File: src/rtl/pipe_pkg.sv
// Shared definitions for the pipeline hazard/forwarding control slice.
// Contents:
//   RW                   register index width
//   REG_ZERO, REG_RA     architectural register numbers of note
//   state_e              hazard controller FSM states (ST_RUN, ST_HALT)
//   FWD_NONE/MEM/WB      per-operand forwarding select encoding {wb, mem}
//   fwd_sel()            picks the forwarding source for one operand
package pipe_pkg;

  localparam int RW = 5;

  localparam logic [RW-1:0] REG_ZERO = 5'd0;
  localparam logic [RW-1:0] REG_RA   = 5'd31;

  typedef enum logic {
    ST_RUN  = 1'b0,
    ST_HALT = 1'b1
  } state_e;

  // Bit 0 selects the EX/MEM result, bit 1 selects the MEM/WB result.
  localparam logic [1:0] FWD_NONE = 2'b00;
  localparam logic [1:0] FWD_MEM  = 2'b01;
  localparam logic [1:0] FWD_WB   = 2'b10;

  // The newer producer (the instruction one stage ahead, now in EX) wins.
  // A load in EX cannot forward yet, so it leaves the older MEM producer
  // as the candidate; the load-use stall bubbles that case away anyway.
  function automatic logic [1:0] fwd_sel(input logic hit_ex,
                                         input logic hit_mem,
                                         input logic ex_load);
    logic [1:0] sel;
    sel = FWD_NONE;
    if (hit_ex && !ex_load) begin
      sel = FWD_MEM;
    end else if (hit_mem) begin
      sel = FWD_WB;
    end
    return sel;
  endfunction

endpackage

File: src/rtl/hazard_fwd_ctrl_fwd_match.sv
// Source-operand matcher for one ID-stage register read.
// Ports:
//   src_i, use_src_i           source index and whether it is actually read
//   ex_rw_i, ex_regwrite_i     EX-stage destination and write enable
//   ex_memtoreg_i              EX-stage instruction is a load
//   mem_rw_i, mem_regwrite_i   MEM-stage destination and write enable
//   hit_ex_o                   EX producer matches this source
//   hit_mem_o                  MEM producer matches this source
//   load_hit_o                 EX producer is a load that matches (load-use)
// Register zero is hardwired, so it never produces a match.
module fwd_match #(
  parameter int RW = pipe_pkg::RW
) (
  input  logic [RW-1:0] src_i,
  input  logic          use_src_i,
  input  logic [RW-1:0] ex_rw_i,
  input  logic          ex_regwrite_i,
  input  logic          ex_memtoreg_i,
  input  logic [RW-1:0] mem_rw_i,
  input  logic          mem_regwrite_i,
  output logic          hit_ex_o,
  output logic          hit_mem_o,
  output logic          load_hit_o
);
  import pipe_pkg::*;

  logic src_live;

  assign src_live   = use_src_i && (src_i != RW'(REG_ZERO));
  assign hit_ex_o   = src_live && ex_regwrite_i && (ex_rw_i == src_i);
  assign hit_mem_o  = src_live && mem_regwrite_i && (mem_rw_i == src_i);
  assign load_hit_o = hit_ex_o && ex_memtoreg_i;

endmodule

File: src/rtl/hazard_fwd_ctrl.sv
// Hazard and forwarding control for the 5-stage pipeline.
// Registers the EX-stage forwarding selects at the ID/EX boundary and drives
// the PC hold, IF/ID hold/flush and ID/EX bubble controls for load-use
// stalls, taken branch/jump flushes and syscall halt.
// Ports:
//   clk, rst                      clock, asynchronous active-high reset
//   id_ra/id_rb, id_use_ra/rb     ID-stage sources and their use bits
//   ex_rw, ex_regwrite, ex_memtoreg   EX-stage producer
//   mem_rw, mem_regwrite          MEM-stage producer
//   ex_jump, ex_halt, go          redirect, halt request, resume pulse
//   a_mem/a_wb/b_mem/b_wb         registered forwarding selects for EX
//   pc_hold, ifid_hold, ifid_flush, idex_bubble, halted   pipeline controls
//   stall_cnt, flush_cnt, fwd_cnt performance counters
// Build option: define HAZARD_PERF_EN to implement the performance counters;
// otherwise they are tied to zero and no counter flops exist.
module hazard_fwd_ctrl #(
  parameter int RW    = pipe_pkg::RW,
  parameter int CNT_W = 32
) (
  input  logic             clk,
  input  logic             rst,
  input  logic [RW-1:0]    id_ra,
  input  logic [RW-1:0]    id_rb,
  input  logic             id_use_ra,
  input  logic             id_use_rb,
  input  logic [RW-1:0]    ex_rw,
  input  logic             ex_regwrite,
  input  logic             ex_memtoreg,
  input  logic [RW-1:0]    mem_rw,
  input  logic             mem_regwrite,
  input  logic             ex_jump,
  input  logic             ex_halt,
  input  logic             go,
  output logic             a_mem,
  output logic             a_wb,
  output logic             b_mem,
  output logic             b_wb,
  output logic             pc_hold,
  output logic             ifid_hold,
  output logic             ifid_flush,
  output logic             idex_bubble,
  output logic             halted,
  output logic [CNT_W-1:0] stall_cnt,
  output logic [CNT_W-1:0] flush_cnt,
  output logic [CNT_W-1:0] fwd_cnt
);
  import pipe_pkg::*;

  state_e     state_q, state_d;
  logic       a_mem_q, a_wb_q, b_mem_q, b_wb_q;
  logic       a_mem_d, a_wb_d, b_mem_d, b_wb_d;
  logic       hit_a_ex, hit_a_mem, load_a;
  logic       hit_b_ex, hit_b_mem, load_b;
  logic       load_use, active;
  logic [1:0] sel_a, sel_b;

  fwd_match #(.RW(RW)) u_match_a (
    .src_i          (id_ra),
    .use_src_i      (id_use_ra),
    .ex_rw_i        (ex_rw),
    .ex_regwrite_i  (ex_regwrite),
    .ex_memtoreg_i  (ex_memtoreg),
    .mem_rw_i       (mem_rw),
    .mem_regwrite_i (mem_regwrite),
    .hit_ex_o       (hit_a_ex),
    .hit_mem_o      (hit_a_mem),
    .load_hit_o     (load_a)
  );

  fwd_match #(.RW(RW)) u_match_b (
    .src_i          (id_rb),
    .use_src_i      (id_use_rb),
    .ex_rw_i        (ex_rw),
    .ex_regwrite_i  (ex_regwrite),
    .ex_memtoreg_i  (ex_memtoreg),
    .mem_rw_i       (mem_rw),
    .mem_regwrite_i (mem_regwrite),
    .hit_ex_o       (hit_b_ex),
    .hit_mem_o      (hit_b_mem),
    .load_hit_o     (load_b)
  );

  assign load_use = load_a || load_b;

  // The go cycle already behaves like RUN, so the PC is released as soon
  // as go is sampled; halted stays high until the state register moves.
  assign active = (state_q == ST_RUN) || go;

  assign sel_a = fwd_sel(hit_a_ex, hit_a_mem, ex_memtoreg);
  assign sel_b = fwd_sel(hit_b_ex, hit_b_mem, ex_memtoreg);

  // Next state and pipeline controls. Outputs are forced low while reset is
  // asserted so that a reset in the middle of a stall or halt releases the
  // pipeline immediately rather than at the next edge.
  always_comb begin
    state_d     = state_q;
    pc_hold     = 1'b0;
    ifid_hold   = 1'b0;
    ifid_flush  = 1'b0;
    idex_bubble = 1'b0;
    if (!rst) begin
      if (active) begin
        state_d = ST_RUN;
        if (ex_jump) begin
          ifid_flush  = 1'b1;
          idex_bubble = 1'b1;
        end else if (ex_halt) begin
          state_d     = ST_HALT;
          idex_bubble = 1'b1;
        end else if (load_use) begin
          pc_hold     = 1'b1;
          ifid_hold   = 1'b1;
          idex_bubble = 1'b1;
        end
      end else begin
        pc_hold     = 1'b1;
        ifid_hold   = 1'b1;
        idex_bubble = 1'b1;
      end
    end
  end

  assign halted = (state_q == ST_HALT);

  // A bubble entering EX must not forward anything.
  always_comb begin
    a_mem_d = !idex_bubble && (sel_a == FWD_MEM);
    a_wb_d  = !idex_bubble && (sel_a == FWD_WB);
    b_mem_d = !idex_bubble && (sel_b == FWD_MEM);
    b_wb_d  = !idex_bubble && (sel_b == FWD_WB);
  end

  always_ff @(posedge clk or posedge rst) begin
    if (rst) begin
      state_q <= ST_RUN;
      a_mem_q <= 1'b0;
      a_wb_q  <= 1'b0;
      b_mem_q <= 1'b0;
      b_wb_q  <= 1'b0;
    end else begin
      state_q <= state_d;
      a_mem_q <= a_mem_d;
      a_wb_q  <= a_wb_d;
      b_mem_q <= b_mem_d;
      b_wb_q  <= b_wb_d;
    end
  end

  assign a_mem = a_mem_q;
  assign a_wb  = a_wb_q;
  assign b_mem = b_mem_q;
  assign b_wb  = b_wb_q;

`ifdef HAZARD_PERF_EN
  logic [CNT_W-1:0] stall_cnt_q, flush_cnt_q, fwd_cnt_q;
  logic             any_fwd_d;

  assign any_fwd_d = a_mem_d || a_wb_d || b_mem_d || b_wb_d;

  // Halt cycles also hold the PC but are not counted as stalls.
  always_ff @(posedge clk or posedge rst) begin
    if (rst) begin
      stall_cnt_q <= '0;
      flush_cnt_q <= '0;
      fwd_cnt_q   <= '0;
    end else begin
      if (pc_hold && !halted) begin
        stall_cnt_q <= stall_cnt_q + 1'b1;
      end
      if (ifid_flush) begin
        flush_cnt_q <= flush_cnt_q + 1'b1;
      end
      if (any_fwd_d) begin
        fwd_cnt_q <= fwd_cnt_q + 1'b1;
      end
    end
  end

  assign stall_cnt = stall_cnt_q;
  assign flush_cnt = flush_cnt_q;
  assign fwd_cnt   = fwd_cnt_q;
`else
  assign stall_cnt = '0;
  assign flush_cnt = '0;
  assign fwd_cnt   = '0;
`endif

endmodule
File: config.mk
export PLATFORM = sky130hd
export DESIGN_NAME = hazard_fwd_ctrl
export DESIGN_NICKNAME = d
export VERILOG_FILES = /design/src/rtl/pipe_pkg.sv /design/src/rtl/hazard_fwd_ctrl_fwd_match.sv /design/src/rtl/hazard_fwd_ctrl.sv
export SDC_FILE = /design/constraint.sdc
export NUM_CORES = 1
export LEC_CHECK = 0
export BUFFER_PORTS_ARGS = -buffer_cell sky130_fd_sc_hd__buf_2
export CORE_MARGIN = 5
export CORE_UTILIZATION = 38
export DETAILED_ROUTE_END_ITERATION = 8
export PLACE_DENSITY = 0.94
export SKIP_LAST_GASP = 1
export SYNTH_ARGS = -nofsm -noshare
export SYNTH_HDL_FRONTEND = slang
export SYNTH_HIERARCHICAL = 1
export SYNTH_SLANG_ARGS = --single-unit
File: constraint.sdc
create_clock -name clk -period 5.7 [get_ports clk]
set_input_delay 1.14 -clock clk [delete_from_list [all_inputs] [get_ports clk]]
set_output_delay 1.14 -clock clk [all_outputs]
set_load 0.02 [all_outputs]
==> out/qor.yml, run 1 <==
floorplanning:
  core_region_area_um2: 3310
  die_w_um: 68.2
  row_count: 21
  io_pins: 135
  dieArea_um2: 4650
  initial_core_util: 0.389
  dieHeight_um: 68.2
clocking:
  cts_resized: 0
  clk_pin_slew_ps: 40
  cts.htree.levels: 1
  postCtsSetupRepairBufs: 0
  cts_tree: "yes"
  clkLatencyLatePin_ps: 240
  clock-sinks: 5
  cts-hold-fix-buffers: 0
  clockRootBuffer: "clkbuf_4"
  cts_made_buffers: 3
  cts.path.max_buffers: 2
placed_design:
  gp_congestion: 0.729
  portBuffers: 38
  hpwl_mm: 2.36
critical_path:
  cp.arrival_ps: 2560
  worst-setup-path-type: "input pin to output port"
  critical_path_buf_inv_count: 2
  slowest_delay_ps: 550
  cp-end-kind: "output port"
  required_ps: 4560
  crit_fanout: 5
  cp_common_cell: "buf_2"
  crit_path_start_kind: "input pin"
  path_delay_family: "simple AND/OR/NAND/NOR gates"
  critical_path.cell_chain: "buf_2 -> or4_4 -> o211ai_2 -> nor3_1 -> nor2_1 -> a31oi_4 -> buf_2"
  crit_slowest_cell: "or4_4"
global_routing:
  grt_max_degree: 8
  grt_pass1_vias: 675
  grt_pass1_wl_mm: 3.10
  overflow: 0
  grt.total_usage: 0.0899
  grt_antenna_before_repair: 0
yosys:
  ys_ff_latch: 5
  synthMuxAreaShare: 0
  synthDistinctLibCells: 21
  synth-seq-area-share: 0.0972
  syn_inst: 164
  synth_fa_ha_area_frac: 0
  syn_area_per_cell_um2: 7.85
  yosysWarnings: 6
  synth_compound_area_frac: 0.0505
  synth_top_family_by_area: "buffers and inverters"
  syn_area_um2: 1290
  synthXorXnorAreaFrac: 0.136
  synth_simple_gate_area_frac: 0.139
finish:
  layout_commonest_cell: "conb_1"
  nNetsFinal: 235
  layout-drive-gt1-share: 0.245
  area_growth_pct: -7.48
  insertedDiodeCount: 0
  n_fill_cell: 384
  fin_util: 0.360
  layout_common_cells: "conb_1 (96), buf_2 (38), xnor2_1 (20), nor2_1 (10), dfrtp_1 (5)"
drt:
  dr_total_vias: 813
  ant_nets: 0
  drt_iter0_drc: 24
  drc: 0
  wl_per_cell_um: 9.78
  routed_wl_mm: 2.45
  via_per_inst: 3.25
  first_pass_iters: 4
outcome:
  status: "completed"
sta:
  clock_skew_ps: 3.55
  fmaxAchievable_mhz: 271
  rsz0062_at_grt: "false"
  finalHoldViolCount: 0
  fin_crit_sh: 0.648
  setup-tns-final_ps: 0
  min_period_ps: 3700
  setup-violations-final: 0
  slew_violations: 0
worst_hold_path:
  hp-class: "register to register"
job:
  maxCapViolations: 0
power_and_ir_drop:
  power_leakage_nw: 0.684
  p_per_area_nw_per_um2: 153
  vdd_drop_max_uv: 33.8
Yosys cell counts:
cell type,n,share of area
a21oi_1,1,0.0039
nand2b_4,1,0.011
a22o_1,1,0.0068
nor2_1,10,0.029
and2_1,2,0.0097
dfrtp_1,5,0.097
buf_4,97,0.57
nand4_1,4,0.019
nor3_1,4,0.016
conb_1,1,0.0029
nand3_1,2,0.0078
and3_2,1,0.0058
nand2b_1,2,0.0097
nor2_2,1,0.0049
nand2_1,3,0.0087
o21ai_0,1,0.0039
xnor2_1,20,0.14
o211ai_2,2,0.019
a31oi_4,1,0.017
inv_1,3,0.0087
or4_4,2,0.017
state kept, by name, indices dropped and copies added, names as in the netlist:
signal / cells
a_mem: 1
b_wb: 1
halted: 1
b_mem: 1
a_wb: 1
cells by family (layout without fill, tap and decap cells):
kind of cell,Yosys count,count (layout)
buffers and inverters,100,45
AND/OR/NAND/NOR,32,32
XOR/XNOR,20,20
AO/OA/AOI/OAI,6,6
flip-flops,5,5
other,1,96
path summary, 6_finish.rpt:
check / cells after the start / slack (ps) / endpoint / start
min: 1 / 570 / halted$_DFFE_PP0P_ / halted$_DFFE_PP0P_
max reg2reg: 3 / 4810 / a_wb$_DFF_PP0_ / halted$_DFFE_PP0P_
max: 7 / 2000 / idex_bubble / id_rb[1]
min reg2reg: 1 / 570 / halted$_DFFE_PP0P_ / halted$_DFFE_PP0P_
min in group asynchronous: 2 / 850 / b_wb$_DFF_PP0_ / rst
max in group asynchronous: 2 / 4670 / halted$_DFFE_PP0P_ / rst
worst register-to-register path, cell delays in order (launching register included):
cell	delay, ps
dfrtp_1	400
nand2b_4	90
a31oi_4	220
nor2_1	70
area by class of cell:
| type | count | area, um^2 | share of cell area |
|---|---|---|---|
| flip-flops and latches | 5 | 125 | 0.105 |
| well taps | 46 | 57.6 | 0.0483 |
| multi-input cells | 154 | 779 | 0.654 |
| clock buffers | 3 | 22.5 | 0.0189 |
| repair buffers | 38 | 190 | 0.160 |
| inverters | 3 | 11.3 | 0.00945 |
| clock inverters | 1 | 5.00 | 0.00420 |
metal layers:
metal / GRT usage / part of all wire / vias to the layer above
met4: 0.0372 / 0.0025 / 0
met5: 0 / 0 / -
li1: - / - / 404
met1: 0.113 / 0.35 / 338
met3: 0.0148 / 0.15 / 2
met2: 0.150 / 0.50 / 69
per-stage QoR:
step | power (mW) | hold WS (ps) | cell area, um^2 | setup WS, ps | cells
after CTS | 0.183 | 580 | 1190 | 1990 | 250
final | 0.183 | 574 | 1190 | 2000 | 250
after detailed placement | 0.141 | 566 | 1160 | 1990 | 246
after floorplan | 0.170 | 683 | 1640 | 2140 | 259
after global placement | 0.140 | 557 | 1160 | 2030 | 246
after global routing | 0.195 | 597 | 1190 | 1930 | 250
power breakdown:
part	switching (mW)	internal [mW]
logic	0.0813	0.0237
registers	0.00115	0.0366
clock network	0.0146	0.0254
Note: power is estimated with default switching activity, not from simulation.
==> inputs of run 2 (changes only) <==
- CORE_UTILIZATION: 38 -> 36
- PLACE_DENSITY: 0.94 -> 0.9
- clock period: 5.7 -> 3.6 ns (I/O delays scaled with it)
==> run 2 against run 1 <==
Compared with the run above:
- via count up 3.4%
- flip-flop and latch count unchanged
- sequential power up 58%
- critical path depth unchanged
- final cell count unchanged
- non-clock buffer count unchanged
- sequential share of layout area unchanged
- worst hold slack worse by 150 ps
- core utilization down 0.84 points
- highest routed layer is now met3
==> out/qor.yml, run 2 (synthesis gave the netlist of run 1 again) <==
floorplanning:
  dieHeight_um: 69.8  # +2.3%
  die_w_um: 69.8  # +2.3%
  row_count: 21  # unchanged
  dieArea_um2: 4870  # +4.7%
  core_region_area_um2: 3390  # +2.4%
  io_pins: 135  # unchanged
  initial_core_util: 0.380  # -0.00904
critical_path:
  slowest_delay_ps: 550  # about the same
  worst-setup-path-type: "input pin to output port"
  cp_common_cell: "buf_2"
  critical_path.cell_chain: "buf_2 -> or4_4 -> o211ai_2 -> nor3_1 -> nor2_1 -> a31oi_4 -> buf_2"
  cp.arrival_ps: 2150  # -410 ps
  crit_path_start_kind: "input pin"
  crit_fanout: 5  # unchanged
  cp-end-kind: "output port"
  r2r_slack_ps: 2680  # -2130 ps
  crit_slowest_cell: "or4_4"
  required_ps: 2880  # -1680 ps
drt:
  wl_per_cell_um: 9.81  # +0.29%
  first_pass_iters: 4  # unchanged
  drt_iter0_drc: 17  # -29%
  drc: 0  # unchanged
  dr_total_vias: 841  # +3.4%
  routed_wl_mm: 2.45  # +0.29%
  ant_nets: 0  # unchanged
  via_per_inst: 3.36  # +3.4%
clocking:
  clkLatencyLatePin_ps: 240  # about the same
  cts-hold-fix-buffers: 0  # unchanged
  cts.path.max_buffers: 2  # unchanged
  clk_pin_slew_ps: 50  # about the same
  cts_resized: 0  # unchanged
  clock-sinks: 5  # unchanged
  clockRootBuffer: "clkbuf_4"
  cts_made_buffers: 3  # unchanged
  cts.htree.levels: 1  # unchanged
  postCtsSetupRepairBufs: 0  # unchanged
  cts_tree: "yes"
finish:
  fin_util: 0.351  # -0.00837
  layout-drive-gt1-share: 0.245  # unchanged
  insertedDiodeCount: 0  # unchanged
  nNetsFinal: 235  # unchanged
  area_growth_pct: -7.48  # unchanged
  layout_common_cells: "conb_1 (96), buf_2 (38), xnor2_1 (20), nor2_1 (10), dfrtp_1 (5)"
  n_fill_cell: 375  # -2.3%
  layout_commonest_cell: "conb_1"
power_and_ir_drop:
  p_int_mw: 0.136  # +58%
  seqPwrFrac: 0.206  # about the same
  combPwrFrac: 0.574  # about the same
  power_leakage_nw: 0.684  # unchanged
  p_switching_mw: 0.155  # +60%
  vdd_drop_max_uv: 57.6  # +70%
  power_mw: 0.291  # +59%
  swShare: 0.534  # +0.00258
  p_per_area_nw_per_um2: 244  # +59%
  power_frac_clock: 0.221  # +0.002
sta:
  rsz0062_at_grt: "false"
  slew_violations: 0  # unchanged
  setup-tns-final_ps: 0  # unchanged
  setup-violations-final: 0  # unchanged
  finalHoldViolCount: 0  # unchanged
  min_period_ps: 2870
  fmaxAchievable_mhz: 349
  clock_skew_ps: 3.61  # +0.0620 ps
  fin_crit_sh: 0.796
  finalWorstSetupSlack_ps: 735  # -1270 ps
outcome:
  status: "completed"
worst_hold_path:
  hp-class: "input pin to asynchronous set/reset pin"
placed_design:
  portBuffers: 38  # unchanged
  gp_congestion: 0.792  # +8.6%
  hpwl_mm: 2.35  # -0.29%
  place_ws_ps: 731  # -1260 ps
global_routing:
  grt_pass1_wl_mm: 3.65  # +18%
  grt_pass1_vias: 776  # +15%
  grt_antenna_before_repair: 0  # unchanged
  grt_max_degree: 8  # unchanged
  grt.total_usage: 0.0905  # +0.000582
  overflow: 0  # unchanged
job:
  maxCapViolations: 0  # unchanged
[run 2: cell counts in the layout (fill, tap and decap cells not counted)]
Identical to the previous run, type by type.
[run 2: final timing paths]
path / startpoint / to / cells past startpoint
max in group asynchronous: rst / halted$_DFFE_PP0P_ / 2
setup reg to reg: halted$_DFFE_PP0P_ / a_wb$_DFF_PP0_ / 3
hold reg to reg: halted$_DFFE_PP0P_ / halted$_DFFE_PP0P_ / 1
hold / removal: rst / b_wb$_DFF_PP0_ / 2
setup / recovery: id_rb[1] / idex_bubble / 7
min in group clk: halted$_DFFE_PP0P_ / halted$_DFFE_PP0P_ / 1
[run 2: critical path, delay by kind of cell]
kind,cells,cell delay [ps]
AO/OA/AOI/OAI,2,310
AND/OR/NAND/NOR,3,810
buffers and inverters,2,310
[run 2: routing by layer]
layer  vias to the layer above  part of all wire  global-route usage
li1                        404                 -                   -
met2                        77              0.51               0.165
met1                       360              0.33              0.0994
met5                         -                 0                   0
met3                         0              0.16              0.0246
met4                         0                 0              0.0319
[run 2: stage by stage]
step | instances | hold slack [ps] | area, um^2
2_1_floorplan | 259 | 512 | 1640
3_5_place_dp | 246 | 587 | 1160
5_1_grt | 250 | 447 | 1190
4_1_cts | 250 | 421 | 1190
3_3_place_gp | 246 | 571 | 1160
6_report | 250 | 427 | 1190
[run 2: layout make-up]
type	instances	area, um^2	share of cell area
multi-input combinational	154	779	0.654
timing repair buffer	38	190	0.160
sequential	5	125	0.105
tap	46	57.6	0.0483
clock buffer	3	22.5	0.0189
inverter	3	11.3	0.00945
clock inverter	1	5.00	0.00420
[run 2: power groups by stage]
stage	registers [mW]	logic, mW	clock network [mW]
2_1_floorplan	0.0627	0.207	0
3_3_place_gp	0.0606	0.162	0
3_5_place_dp	0.0608	0.164	0
4_1_cts	0.0599	0.164	0.0684
5_1_grt	0.0602	0.180	0.0720
6_report	0.0599	0.167	0.0642
